File: config.mk
export PLATFORM = sky130hd
export DESIGN_NAME = fc_accumulator_flat
export DESIGN_NICKNAME = d
export VERILOG_FILES = /design/src/rtl/fc_accumulator_if.sv /design/src/rtl/fc_accumulator.sv /design/src/flat_wrapper.sv
export SDC_FILE = /design/constraint.sdc
export NUM_CORES = 1
export LEC_CHECK = 0
export BUFFER_PORTS_ARGS = -buffer_cell sky130_fd_sc_hd__buf_4
export CAP_MARGIN = 20
export CELL_PAD_IN_SITES_DETAIL_PLACEMENT = 2
export CELL_PAD_IN_SITES_GLOBAL_PLACEMENT = 2
export CORE_MARGIN = 2
export CORE_UTILIZATION = 30
export CTS_CLUSTER_SIZE = 40
export DETAILED_ROUTE_END_ITERATION = 10
export PLACE_DENSITY = 0.61
export SLEW_MARGIN = 15
export SYNTH_ARGS = -nofsm -noshare
export SYNTH_HDL_FRONTEND = slang
export SYNTH_SLANG_ARGS = --single-unit
export TNS_END_PERCENT = 20
File: constraint.sdc
create_clock -name clk -period 8.4 [get_ports clk]
set_input_delay 0.42 -clock clk [delete_from_list [all_inputs] [get_ports clk]]
set_output_delay 0.42 -clock clk [all_outputs]
set_load 0.02 [all_outputs]
File: src/rtl/fc_accumulator_if.sv
// fc_accumulator_if: stream, control and output-buffer signals between
// fc_controller (master) and fc_accumulator (slave).
interface fc_accumulator_if #(
    parameter int DATA_W = 8,
    parameter int PTR_W  = 7
);
    logic                     start_i;
    logic [PTR_W-1:0]         out_node_num_i;
    logic signed [DATA_W-1:0] ifmap_i;
    logic signed [DATA_W-1:0] weight_i;
    logic                     valid_i;
    logic                     last_i;
    logic                     rst_buf_n_i;
    logic                     obuf_wren_o;
    logic [PTR_W-1:0]         obuf_wrptr_o;
    logic signed [DATA_W-1:0] obuf_wdata_o;
    logic                     busy_o;
    logic                     done_o;

    modport master (
        output start_i, out_node_num_i, ifmap_i, weight_i, valid_i, last_i, rst_buf_n_i,
        input  obuf_wren_o, obuf_wrptr_o, obuf_wdata_o, busy_o, done_o
    );

    modport slave (
        input  start_i, out_node_num_i, ifmap_i, weight_i, valid_i, last_i, rst_buf_n_i,
        output obuf_wren_o, obuf_wrptr_o, obuf_wdata_o, busy_o, done_o
    );
endinterface

File: src/rtl/fc_accumulator.sv
// fc_accumulator: signed MAC per output node followed by requantisation
// (round-half-up arithmetic shift, optional ReLU, int8 saturation). One
// result per node is written to the output buffer; done_o pulses once the
// layer's last node has been written.
// Optional feature: define FC_RELU_EN to clamp negative results to 0.
module fc_accumulator #(
    parameter int DATA_W = 8,
    parameter int ACC_W  = 32,
    parameter int SHIFT  = 0,
    parameter int PTR_W  = 7
) (
    input  logic              clk,
    input  logic              rst_n,
    fc_accumulator_if.slave   bus
);

    typedef enum logic [1:0] {
        ST_IDLE = 2'd0,
        ST_RUN  = 2'd1,
        ST_DONE = 2'd2
    } state_t;

    // Rounding constant: half an LSB of the shifted result, or nothing at SHIFT=0.
    localparam int                 RND_SH  = (SHIFT > 0) ? (SHIFT - 1) : 0;
    localparam logic signed [ACC_W:0] RND_C = (SHIFT > 0) ? ((ACC_W+1)'(1) << RND_SH) : '0;
    // Saturation bounds of the DATA_W-bit signed output, held at ACC_W+1 bits.
    localparam logic signed [ACC_W:0] SAT_MAX = (ACC_W+1)'((64'sd1 <<< (DATA_W-1)) - 64'sd1);
    localparam logic signed [ACC_W:0] SAT_MIN = ~SAT_MAX;
    localparam logic signed [DATA_W-1:0] OUT_MAX = SAT_MAX[DATA_W-1:0];
    localparam logic signed [DATA_W-1:0] OUT_MIN = ~OUT_MAX;

    // Requantise an accumulator value to the DATA_W-bit output range. One
    // guard bit keeps the rounding addition from overflowing.
    function automatic logic signed [DATA_W-1:0] requant(input logic signed [ACC_W-1:0] sum);
        logic signed [ACC_W:0] ext_v;
        logic signed [ACC_W:0] rnd_v;
        logic signed [ACC_W:0] r_v;
        ext_v = {sum[ACC_W-1], sum};
        rnd_v = ext_v + RND_C;
        r_v   = rnd_v >>> SHIFT;
`ifdef FC_RELU_EN
        if (r_v[ACC_W]) begin
            r_v = '0;
        end
`endif
        if (r_v > SAT_MAX) begin
            requant = OUT_MAX;
        end else if (r_v < SAT_MIN) begin
            requant = OUT_MIN;
        end else begin
            requant = r_v[DATA_W-1:0];
        end
    endfunction

    state_t                   state_r;
    logic [PTR_W-1:0]         num_r;
    logic [PTR_W-1:0]         count_r;
    logic                     busy_r;
    logic                     done_r;

    logic signed [2*DATA_W-1:0] p_r;
    logic                     p_valid_r;
    logic                     p_last_r;
    logic signed [ACC_W-1:0]  acc_r;

    logic                     wren_r;
    logic [PTR_W-1:0]         wrptr_r;
    logic signed [DATA_W-1:0] wdata_r;

    logic                     run_s;
    logic                     clr_s;
    logic signed [ACC_W-1:0]  sum_s;
    logic signed [DATA_W-1:0] q_s;
    logic                     write_s;
    logic                     final_s;

    // Stage-2 arithmetic and the write/finish decisions shared by the FSM and datapath.
    always_comb begin
        run_s   = (state_r == ST_RUN);
        clr_s   = run_s && !bus.rst_buf_n_i;
        sum_s   = acc_r + {{(ACC_W-2*DATA_W){p_r[2*DATA_W-1]}}, p_r};
        q_s     = requant(sum_s);
        // The count limit stops any product stream beyond the layer from writing.
        write_s = run_s && bus.rst_buf_n_i && p_valid_r && p_last_r && (count_r < num_r);
        // The last node's write is on the bus and the count has already moved past it.
        final_s = run_s && wren_r && (count_r == num_r);
    end

    // Layer-control FSM: node count, busy and done.
    always_ff @(posedge clk or negedge rst_n) begin
        if (!rst_n) begin
            state_r <= ST_IDLE;
            num_r   <= {PTR_W{1'b0}};
            count_r <= {PTR_W{1'b0}};
            busy_r  <= 1'b0;
            done_r  <= 1'b0;
        end else begin
            case (state_r)
                ST_IDLE: begin
                    done_r <= 1'b0;
                    if (bus.start_i) begin
                        num_r   <= bus.out_node_num_i;
                        count_r <= {PTR_W{1'b0}};
                        if (bus.out_node_num_i == {PTR_W{1'b0}}) begin
                            state_r <= ST_DONE;
                            busy_r  <= 1'b0;
                            done_r  <= 1'b1;
                        end else begin
                            state_r <= ST_RUN;
                            busy_r  <= 1'b1;
                        end
                    end
                end
                ST_RUN: begin
                    if (final_s) begin
                        state_r <= ST_DONE;
                        busy_r  <= 1'b0;
                        done_r  <= 1'b1;
                    end else if (write_s) begin
                        count_r <= count_r + PTR_W'(1);
                    end
                end
                ST_DONE: begin
                    state_r <= ST_IDLE;
                    busy_r  <= 1'b0;
                    done_r  <= 1'b0;
                end
                default: begin
                    state_r <= ST_IDLE;
                    busy_r  <= 1'b0;
                    done_r  <= 1'b0;
                end
            endcase
        end
    end

    // Stage 1: register the signed product with its valid/last tags while running.
    always_ff @(posedge clk or negedge rst_n) begin
        if (!rst_n) begin
            p_r       <= {(2*DATA_W){1'b0}};
            p_valid_r <= 1'b0;
            p_last_r  <= 1'b0;
        end else if (run_s && bus.rst_buf_n_i) begin
            p_r       <= (2*DATA_W)'(bus.ifmap_i) * (2*DATA_W)'(bus.weight_i);
            p_valid_r <= bus.valid_i;
            p_last_r  <= bus.valid_i && bus.last_i;
        end else begin
            p_valid_r <= 1'b0;
            p_last_r  <= 1'b0;
        end
    end

    // Stage 2: accumulate, and on a node's last product emit the requantised write.
    always_ff @(posedge clk or negedge rst_n) begin
        if (!rst_n) begin
            acc_r   <= {ACC_W{1'b0}};
            wren_r  <= 1'b0;
            wrptr_r <= {PTR_W{1'b0}};
            wdata_r <= {DATA_W{1'b0}};
        end else if (clr_s) begin
            // Buffer clear drops the partial sum and any write still in flight.
            acc_r  <= {ACC_W{1'b0}};
            wren_r <= 1'b0;
        end else if (run_s && p_valid_r) begin
            if (p_last_r) begin
                acc_r  <= {ACC_W{1'b0}};
                wren_r <= write_s;
                if (write_s) begin
                    wrptr_r <= count_r;
                    wdata_r <= q_s;
                end
            end else begin
                acc_r  <= sum_s;
                wren_r <= 1'b0;
            end
        end else begin
            wren_r <= 1'b0;
            if (!run_s) begin
                acc_r <= {ACC_W{1'b0}};
            end
        end
    end

    assign bus.obuf_wren_o  = wren_r;
    assign bus.obuf_wrptr_o = wrptr_r;
    assign bus.obuf_wdata_o = wdata_r;
    assign bus.busy_o       = busy_r;
    assign bus.done_o       = done_r;

endmodule

File: src/flat_wrapper.sv
// flat-port wrapper written by rule: the top's interface ports become plain ports
module fc_accumulator_flat 
#(
    parameter int DATA_W = 8,
    parameter int ACC_W  = 32,
    parameter int SHIFT  = 0,
    parameter int PTR_W  = 7
)
  (clk, rst_n, bus_start_i, bus_out_node_num_i, bus_ifmap_i, bus_weight_i, bus_valid_i, bus_last_i, bus_rst_buf_n_i, bus_obuf_wren_o, bus_obuf_wrptr_o, bus_obuf_wdata_o, bus_busy_o, bus_done_o);
  fc_accumulator_if #(.DATA_W(DATA_W), .PTR_W(PTR_W)) bus_i ();
  input  logic clk;
  input  logic rst_n;
  input wire logic [$bits(bus_i.start_i)-1:0] bus_start_i;
  input wire logic [$bits(bus_i.out_node_num_i)-1:0] bus_out_node_num_i;
  input wire logic [$bits(bus_i.ifmap_i)-1:0] bus_ifmap_i;
  input wire logic [$bits(bus_i.weight_i)-1:0] bus_weight_i;
  input wire logic [$bits(bus_i.valid_i)-1:0] bus_valid_i;
  input wire logic [$bits(bus_i.last_i)-1:0] bus_last_i;
  input wire logic [$bits(bus_i.rst_buf_n_i)-1:0] bus_rst_buf_n_i;
  output wire logic [$bits(bus_i.obuf_wren_o)-1:0] bus_obuf_wren_o;
  output wire logic [$bits(bus_i.obuf_wrptr_o)-1:0] bus_obuf_wrptr_o;
  output wire logic [$bits(bus_i.obuf_wdata_o)-1:0] bus_obuf_wdata_o;
  output wire logic [$bits(bus_i.busy_o)-1:0] bus_busy_o;
  output wire logic [$bits(bus_i.done_o)-1:0] bus_done_o;
  assign bus_i.start_i = bus_start_i;
  assign bus_i.out_node_num_i = bus_out_node_num_i;
  assign bus_i.ifmap_i = bus_ifmap_i;
  assign bus_i.weight_i = bus_weight_i;
  assign bus_i.valid_i = bus_valid_i;
  assign bus_i.last_i = bus_last_i;
  assign bus_i.rst_buf_n_i = bus_rst_buf_n_i;
  assign bus_obuf_wren_o = bus_i.obuf_wren_o;
  assign bus_obuf_wrptr_o = bus_i.obuf_wrptr_o;
  assign bus_obuf_wdata_o = bus_i.obuf_wdata_o;
  assign bus_busy_o = bus_i.busy_o;
  assign bus_done_o = bus_i.done_o;
  fc_accumulator #(.DATA_W(DATA_W), .ACC_W(ACC_W), .SHIFT(SHIFT), .PTR_W(PTR_W)) u_core (.clk(clk), .rst_n(rst_n), .bus(bus_i));
endmodule
; ---- Word-level counts from Yosys, hierarchy flattened
; Cells that the tools add are included.
[word_totals]
inputBits = 29
regBits = 84
word_cells = 70
output_inout_bits = 18
[op_classes]
add_sub_neg = 2
n_eq_ne = 7
n_reduce_logical = 17
mul = 1
n_bitwise = 1
order_cmp = 3
mux = 27
[ops]
columns = cell, n
row1 = $mux W32, 4
row2 = $add A32 B32 Y32, 1
row3 = $gt A32 B8 Y1 const B, 1
row4 = $lt A32 B8 Y1 const B, 1
row5 = $mux W7, 3
row6 = $mul A8 B8 Y16, 1
row7 = $mux W8, 2
row8 = $pmux W7 S2, 1
row9 = $mux W1, 11
row10 = $logic_and A1 B1 Y1, 9
row11 = $ne A2 B2 Y1 const B, 4
row12 = $reduce_and A4 Y1, 2
row13 = $add A7 B1 Y7 const B, 1
row14 = $eq A7 B7 Y1, 1
row15 = $logic_not A7 Y1, 1
row16 = $lt A7 B7 Y1, 1
row17 = $mux W2, 3
row18 = $pmux W1 S2, 2
row19 = $pmux W2 S2, 1
row20 = $reduce_and A2 Y1, 2
row21 = $ne A3 B3 Y1 const B, 1
row22 = $eq A2 B1 Y1 const B, 1
row23 = $logic_not A2 Y1, 1
row24 = $reduce_bool A2 Y1, 1
row25 = other kinds (2), 2

; ---- Logic depth before layout (Yosys ltp)
; Gate-level depths: netlist of the first run.
[logic_depth]
ltp_word = 8
depth_mapped = 20
ltp_nobuf = 20

; ---- Worst setup path after synthesis of the first run
; OpenSTA, ideal clock, no wires.
[synth_timing]
path_kind = input port to flip-flop
startpoint = input port bus_weight_i[7]
endpoint = register u_core.p_r[14]
cell_stages = 17
arrival_ns = 4.398
path_slack_ns = 3.857
required_ns = 8.254
path_buffers = 0
setup_time_ns = 0.146
cell_sequence = clkinv_1 -> nor2_1 -> fa_1 -> fa_1 -> fa_1 -> inv_1 -> fa_1 -> inv_1 -> ha_1 -> a21boi_0 -> o21ai_0 -> a21boi_0 -> o21ai_0 -> a21boi_0 -> o21ai_0 -> mux2i_1 -> o311ai_0
[synth_via]
elab_chain_len = 1
[synth_rtl]
columns = item, line
row1 = start: declaration, flat_wrapper.sv:16  ; input wire logic [$bits(bus_i.weight_i)-1:0] bus_weight_i;
row2 = $mul A8 B8 Y16, fc_accumulator.sv:144  ; p_r <= (2*DATA_W)'(bus.ifmap_i) * (2*DATA_W)'(bus.weight_i);
row3 = end signal: assignment, fc_accumulator.sv:140  ; p_r <= {(2*DATA_W){1'b0}};
row4 = end signal: assignment, fc_accumulator.sv:144
row5 = end: declaration, fc_accumulator.sv:61  ; logic signed [2*DATA_W-1:0] p_r;
; Every way passes these cells.
; A chain may end at the register's enable or synchronous reset.

; ---- Worst setup path in the final report of the first run
[layout_timing]
startpoint = input port bus_ifmap_i[3]
endpoint = register u_core.p_r[14]
[layout_via]
elab_chain_len = 1
[layout_rtl]
columns = item, line
row1 = start: declaration, flat_wrapper.sv:15  ; input wire logic [$bits(bus_i.ifmap_i)-1:0] bus_ifmap_i;
row2 = $mul A8 B8 Y16, fc_accumulator.sv:144
; Every way passes these cells.

==> impl_results.md, run 1 <==
- Worst Skew: around 0.018 ns
- Post-Syn Nets: 1,046
- WS Path Type: in -> reg
- Drt wl/cell: 18.12 um
- Vias per cell: about 5.1
- Switch Pwr: around 0.0012 W
- Resize count post-CTS: 0
- H-tree depth: 3
- Distinct cells, synth: between 70 and 80
- Setup TNS: 0 ns
- Most common cell after layout, fill and taps aside: inv_1
- Post-synth EDFFs: 0
- Initial DRC Count: 219
- FMAX: 208.0 MHz
- Min-Delay Path Class: in -> reg
- CTS tree: yes
- Synthesized area per cell: just under 9 um^2
- Syn-to-layout area delta: 12.84%
- Max-slew violation count: 0
- Port bufs: 46
- Cells on worst reg2reg path: 11
- Met1 wire length: about 11,000 um
- Status: finished, final reports clean
- Min Clock Period, post-route: just under 5 ns
- Vias in the first global route: between 7,000 and 8,000
- Met2 Wirelength: around 11,000 um
- MaxCap Viol Count: 0
- Combinational Power Share: about three fifths
- Least-Margin Pin Slew: roughly 0.94 ns
- Worst-Skew Late Latency: around 0.37 ns
- Total GRT Usage: 17.21%
- Commonest non-fill, non-tap cells in the layout: 105 x inv_1, 103 x nand2_1, 83 x dfrtp_1, 68 x ha_1, 58 x o21ai_0
- Die area: about 28,000 um^2
- Min-delay src: bus_out_node_num_i[3]
- RePlAce Congestion: 0.7812
- Required @ worst endpoint: approximately 8.6 ns
- Worst Hold Depth: 3
- Drt pass-1 iters: 4
- Switching share of power: 48.16%
- Clock share of power: 16.6%
- Final hold violation count: 0
- GRT overflow: 0
- Worst vdd ir: just over 0.0001 V
- Post-synth ARST share: 100.0%
- Drt drc: 0
- Initial Util: 30.48%
- Core box area: ~26,000 um^2
- Die Width: ~170 um
- Die height: between 150 and 200 um
- ANT cells: 0
- Area after DPL: ~8600 um^2
- Synth Flop Type: dfrtp_1
- Final period utilization: 57.24%
- Largest net degree at the start of global routing: 62
- Critical R2R Launch: u_core.p_r[15]$_DFFE_PN0P_
- Syn Std Cell Area: roughly 7900 um^2
- Global-route wire length before repair: a little under 40,000 um
- Postcts setup bufs: 0
- Final ANT Viol Nets: 0
- Unrepaired setup endpoints after global routing: false
- Final instance area: just under 9000 um^2
- CTS Root Cell: clkbuf_16
- Reg-to-reg endpoint: u_core.bus.obuf_wdata_o[5]$_DFFE_PN0P_
- Clock buffer depth: 2
- Final nets: ~1,100
- Max-slew headroom: a little under two fifths
- Fraction of the yosys area taken by sequential cells: between 20% and 30%
- Flops & latches, synth: 83
- CTS Sinks: 83
- # rows: between 50 and 60
- Dpl hpwl: around 19,000 um
- Syn. warnings: 0
- Ports: 47
- Initial antenna violation count: 0
- Via count: about 6,500
- DR top layer: met4
- Reg2Reg Setup Slack: 3.73 ns
- Cells after synthesis: roughly 890
- Share of cells above drive strength 1: under 10%
- Power per standard cell area: between 200 and 300 nW/um^2
- Drt total wl: 23,030 um
- Min-Delay Endpoint: u_core.num_r[3]$_DFFE_PN0P_
- Clock transition at the registers of the reported paths: 0.08 ns
- Seq pwr share: 22.4%
- Startpoint Class: input port
- Critical path arrival: approximately 5.0 ns
- Setup-failing EPs final: 0
- CTS buffer count: 9
- Leak pwr: between 4 and 5 nW
- Crit. End Element: flip-flop
- Met3 wire len: 223 um
- Crit Path Max Fanout: 8
- Pint: 0.001294 W
==> kinds of logic after synthesis <==
kind of cell,count (synthesis),synth area share (%)
muxes,10,1.390
DFF,83,26.22
AOI/OAI and AO/OA,209,18.31
buffers and inverters,131,6.413
and+or+nand+nor,302,19.02
xor gates and xnor gates,34,3.759
adders and majority gates,124,24.89
==> synthesized netlist by cell type, drive strengths merged, types with 3 or more instances <==
cell       n  area, um^2
o22ai      4       25.02
nand2    103       386.6
inv      105       394.1
a21o      14       105.1
nor2b      6       37.54
or2        4       25.02
or3        9       61.31
nand4b     3       26.28
nor4       9       56.30
buf        7       41.29
and4       5       43.79
o211a      3       30.03
mux2       8       90.09
and2      46       287.8
o21ai     59       299.0
fa        56        1121
a2111oi    3       45.05
nor3      14       70.07
o31ai      7       52.55
a22o      22       192.7
dfrtp     83        2077
o32a       4       40.04
xnor2     16       140.1
nand4     10       62.56
clkbuf    18       68.81
a21boi     5       37.54
nand2b     3       18.77
o21a       6       45.04
and3      13       86.33
o21bai     7       52.55
xor2      18       157.7
nor2      52       195.2
ha        68       850.8
or4        3       22.52
a21oi     42       221.5
a31oi      3       18.77
a22oi      3       22.52
nand3     18       90.09
==> layout make-up <==
class | instances | area (um^2)
multi-input combinational | 679 | 5350
timing repair buffer | 52 | 392.9
sequential | 83 | 2077
fill | 2968 | 17050
clock buffer | 9 | 225.2
inverter | 106 | 397.9
tap | 335 | 419.2
clock inverter | 7 | 76.32
==> worst max-delay path, stage by stage <==
cell and delay [ns]:
buf_4 0.14, and2_1 0.17, fa_1 0.55, inv_1 0.05, fa_1 0.48, inv_1 0.05, fa_1 0.54, inv_1 0.06
fa_1 0.52, inv_1 0.04, ha_1 0.29, o21ai_0 0.10, a21boi_0 0.16, o21ai_0 0.25, a21boi_0 0.16, o21ai_0 0.28
a21boi_0 0.17, o21ai_0 0.22, mux2i_1 0.20, o311ai_0 0.16
==> power by group through the flow <==
stage	Combinational, W	Clock (W)	Sequential [W]
6_report	0.00152	0.000414	0.000558
5_1_grt	0.00175	0.000443	0.000573
4_1_cts	0.00156	0.000429	0.000560
3_5_place_dp	0.00155	0	0.000568
3_3_place_gp	0.00152	0	0.000565
2_1_floorplan	0.00111	0	0.000556
==> worst max-delay path by stage <==
stage / start / endpoint / slack, ns / cells after the start
after global placement: bus_ifmap_i[3] / u_core.p_r[14]$_DFFE_PN0P_ / 3.43 / 20
final: bus_ifmap_i[3] / u_core.p_r[14]$_DFFE_PN0P_ / 3.59 / 20
after CTS: bus_weight_i[7] / u_core.p_r[14]$_DFFE_PN0P_ / 3.59 / 18
after detailed placement: bus_weight_i[7] / u_core.p_r[14]$_DFFE_PN0P_ / 3.24 / 18
after floorplan: bus_weight_i[7] / u_core.p_r[14]$_DFFE_PN0P_ / 3.86 / 17
after global routing: bus_weight_i[7] / u_core.p_r[14]$_DFFE_PN0P_ / 3.09 / 19
==> per-layer routing <==
metal | global-route usage (%) | vias up
met3 | 1.521 | 12
li1 | - | 3158
met1 | 24.08 | 3318
met5 | 0 | -
met4 | 3.598 | 0
met2 | 29.12 | 39
==> registers in the layout, indices dropped and copies added (netlist names) <==
register	cells
u_core.acc_r	32
u_core.p_r	16
u_core.bus.obuf_wdata_o	8
u_core.bus.obuf_wrptr_o	7
u_core.count_r	7
u_core.num_r	7
u_core.state_r	2
u_core.bus.done_o	1
u_core.bus.obuf_wren_o	1
u_core.p_last_r	1
u_core.p_valid_r	1
==> through the flow <==
stage	power [W]	setup slack (ns)	cells	util, %	hold WS, ns
finish	0.002495	3.592	1271	34.40	0.2675
global route	0.002767	3.091	1271	34.40	0.2754
CTS	0.002549	3.589	1271	34.40	0.2527
detailed placement	0.002118	3.236	1254	33.20	0.3517
global placement	0.002089	3.428	1254	33.20	0.3512
floorplan	0.001671	3.857	893	-	0.1244
==> timing repair <==
item / 4_1_cts / 5_1_grt
endpoints found under the setup margin: 0 / 0
hold endpoints to repair: 22 / 0
hold buffers: 1 / 0
(Power assumes the default switching activity.)
==> inputs of run 2 (changes only) <==
==> constraint.sdc (replaced) <==
create_clock -name clk -period 5 [get_ports clk]
set_input_delay 0.25 -clock clk [delete_from_list [all_inputs] [get_ports clk]]
set_output_delay 0.25 -clock clk [all_outputs]
set_load 0.02 [all_outputs]
==> impl_results.md, run 2 (synthesized netlist as in run 1, its figures left out) <==
- Final period utilization: roughly 90%
- Final ANT Viol Nets: 0 (unchanged)
- Initial antenna violation count: 0 (unchanged)
- Largest net degree at the start of global routing: 53 (-15%)
- Via count: 6,564 (+0.57%)
- CTS buffer count: 9 (unchanged)
- Syn-to-layout area delta: 13.28%
- Postcts setup bufs: 0 (unchanged)
- Drt wl/cell: 18.31 um (+1.1%)
- RePlAce Congestion: 0.7786 (-0.33%)
- Unrepaired setup endpoints after global routing: false
- Initial Util: 30.48% (unchanged)
- Power per standard cell area: 471.5 nW/um^2 (+69%)
- FMAX: around 220 MHz
- Port bufs: 46 (unchanged)
- Critical path arrival: 4.67 ns (-0.34 ns)
- Worst vdd ir: 0.0001635 V (+61%)
- ANT cells: 0 (unchanged)
- Most common cell after layout, fill and taps aside: inv_1
- Die height: 166.5 um (unchanged)
- Ports: 47 (unchanged)
- Global-route wire length before repair: 39,740 um (+2.5%)
- Drt drc: 0 (unchanged)
- Dpl hpwl: 18,730 um (+0.92%)
- Min-Delay Path Class: in -> reg
- Required @ worst endpoint: 5.19 ns (-3.41 ns)
- Leak pwr: 4.331 nW (+0.48%)
- H-tree depth: 3 (unchanged)
- Least-Margin Pin Slew: 0.9804 ns (+0.04290 ns)
- Status: finished, final reports clean
- Max reg flops: 32 (unchanged)
- Worst-Skew Late Latency: 0.36 ns (about the same)
- Seq. cell area: 2077 um^2 (unchanged)
- Vias per cell: 5.148 (+0.25%)
- Die Width: 166.5 um (unchanged)
- CTS Root Cell: clkbuf_16
- Fillers: 2,953 (-0.51%)
- Clock transition at the registers of the reported paths: 0.08 ns (about the same)
- Crit. End Element: flip-flop
- Startpoint Class: input port
- CTS tree: yes
- Final hold violation count: 0 (unchanged)
- Total power: 0.004231 W (+70%)
- # rows: 59 (unchanged)
- GRT overflow: 0 (unchanged)
- Top reg by flops: u_core.acc_r
- Total GRT Usage: 17.68% (+0.47 points)
- Slack of the critical path: 0.5168 ns (-3.075 ns)
- Min Clock Period, post-route: between 4 and 5 ns
- Share of cells above drive strength 1: 10.00% (+0.38 points)
- Crit Path Max Fanout: 8 (unchanged)
- MaxCap Viol Count: 0 (unchanged)
- Die area: 27,720 um^2 (unchanged)
- Commonest non-fill, non-tap cells in the layout: 105 x inv_1, 103 x nand2_1, 83 x dfrtp_1, 68 x ha_1, 57 x o21ai_0
- Clock buffer depth: 2 (unchanged)
- Setup-failing EPs final: 0 (unchanged)
- Max-slew headroom: 34.49% (-2.9 points)
- Drt pass-1 iters: 6 (+2)
- Placement Setup Slack: -0.03760 ns (-3.274 ns)
- Max-slew violation count: 0 (unchanged)
- Worst Skew: 0.01918 ns (+0.001446 ns)
- Core box area: 25,980 um^2 (unchanged)
- Vias in the first global route: 7,343 (+2.7%)
- Footprint of the multi-input gates: 5350 um^2 (unchanged)
- Initial DRC Count: 218 (-0.46%)
- CTS Sinks: 83 (unchanged)
- Drt total wl: 23,350 um (+1.4%)
- WS Path Type: in -> reg
- Final nets: 1,088 (+0.37%)
-- run 2: stage by stage --
step	TNS, ns	utilization (%)	cells	hold slack [ns]	cell area, um^2
floorplan	0	-	893	-0.04559	7921
global placement	0	33.32	1258	0.3733	8657
detailed placement	-0.03760	33.32	1258	0.3784	8657
CTS	0	34.53	1275	0.09544	8974
global route	0	34.53	1275	0.09428	8974
finish	0	34.53	1275	0.1007	8974
-- run 2: final timing paths --
path                                                 start  cells after the start                                endpoint  slack [ns]
worst max register to register  u_core.p_r[15]$_DFFE_PN0P_                     11  u_core.bus.obuf_wdata_o[3]$_DFFE_PN0P_        0.76
worst min register to register   u_core.p_r[8]$_DFFE_PN0P_                      2               u_core.p_r[8]$_DFFE_PN0P_        0.50
min in group asynchronous                            rst_n                      2            u_core.acc_r[26]$_DFFE_PN0P_        0.50
worst min-delay path                 bus_out_node_num_i[4]                      3             u_core.num_r[4]$_DFFE_PN0P_        0.10
max in group asynchronous                            rst_n                      3               u_core.p_r[9]$_DFFE_PN0P_        3.54
worst max-delay path                        bus_ifmap_i[3]                     20              u_core.p_r[14]$_DFFE_PN0P_        0.52
-- run 2: worst max-delay path: stages --
cell      delay, ns
buf_4          0.14
and2_1         0.17
fa_1           0.54
inv_1          0.05
fa_1           0.48
inv_1          0.06
fa_1           0.53
inv_1          0.05
fa_1           0.52
inv_1          0.04
ha_1           0.28
o21ai_0        0.11
a21boi_0       0.25
o21ai_0        0.15
a21boi_0       0.28
o21ai_1        0.12
a21boi_1       0.21
o21ai_0        0.12
mux2i_1        0.15
o311ai_0       0.17
-- run 2: power breakdown --
part	internal, W	total, W	switching (W)
combinational	0.00102	0.00261	0.00158
sequential	0.000813	0.000924	0.000111
clock	0.000356	0.000700	0.000344
-- run 2: metal layers --
metal  track usage, %  wire [um]  share of wire (%)
met5                0          0                  0
met4            4.085        294                1.3
met3            1.687        246                1.1
met2            30.26      11460                 49
met1            24.24      11350                 49
-- run 2: cell type report --
cell class,instances,area share (%)
Timing Repair Buffer,56,4.713
Multi-Input combinational cell,679,59.62
Clock inverter,7,0.9063
Tap cell,335,4.671
Inverter,106,4.434
Sequential cell,83,23.15
Clock buffer,9,2.510
-- run 2: what timing repair did --
action	in CTS	in global routing
resized for setup	0	2
endpoints found under the hold margin	12	0
endpoints found under the setup margin	0	1
hold buffers	1	0
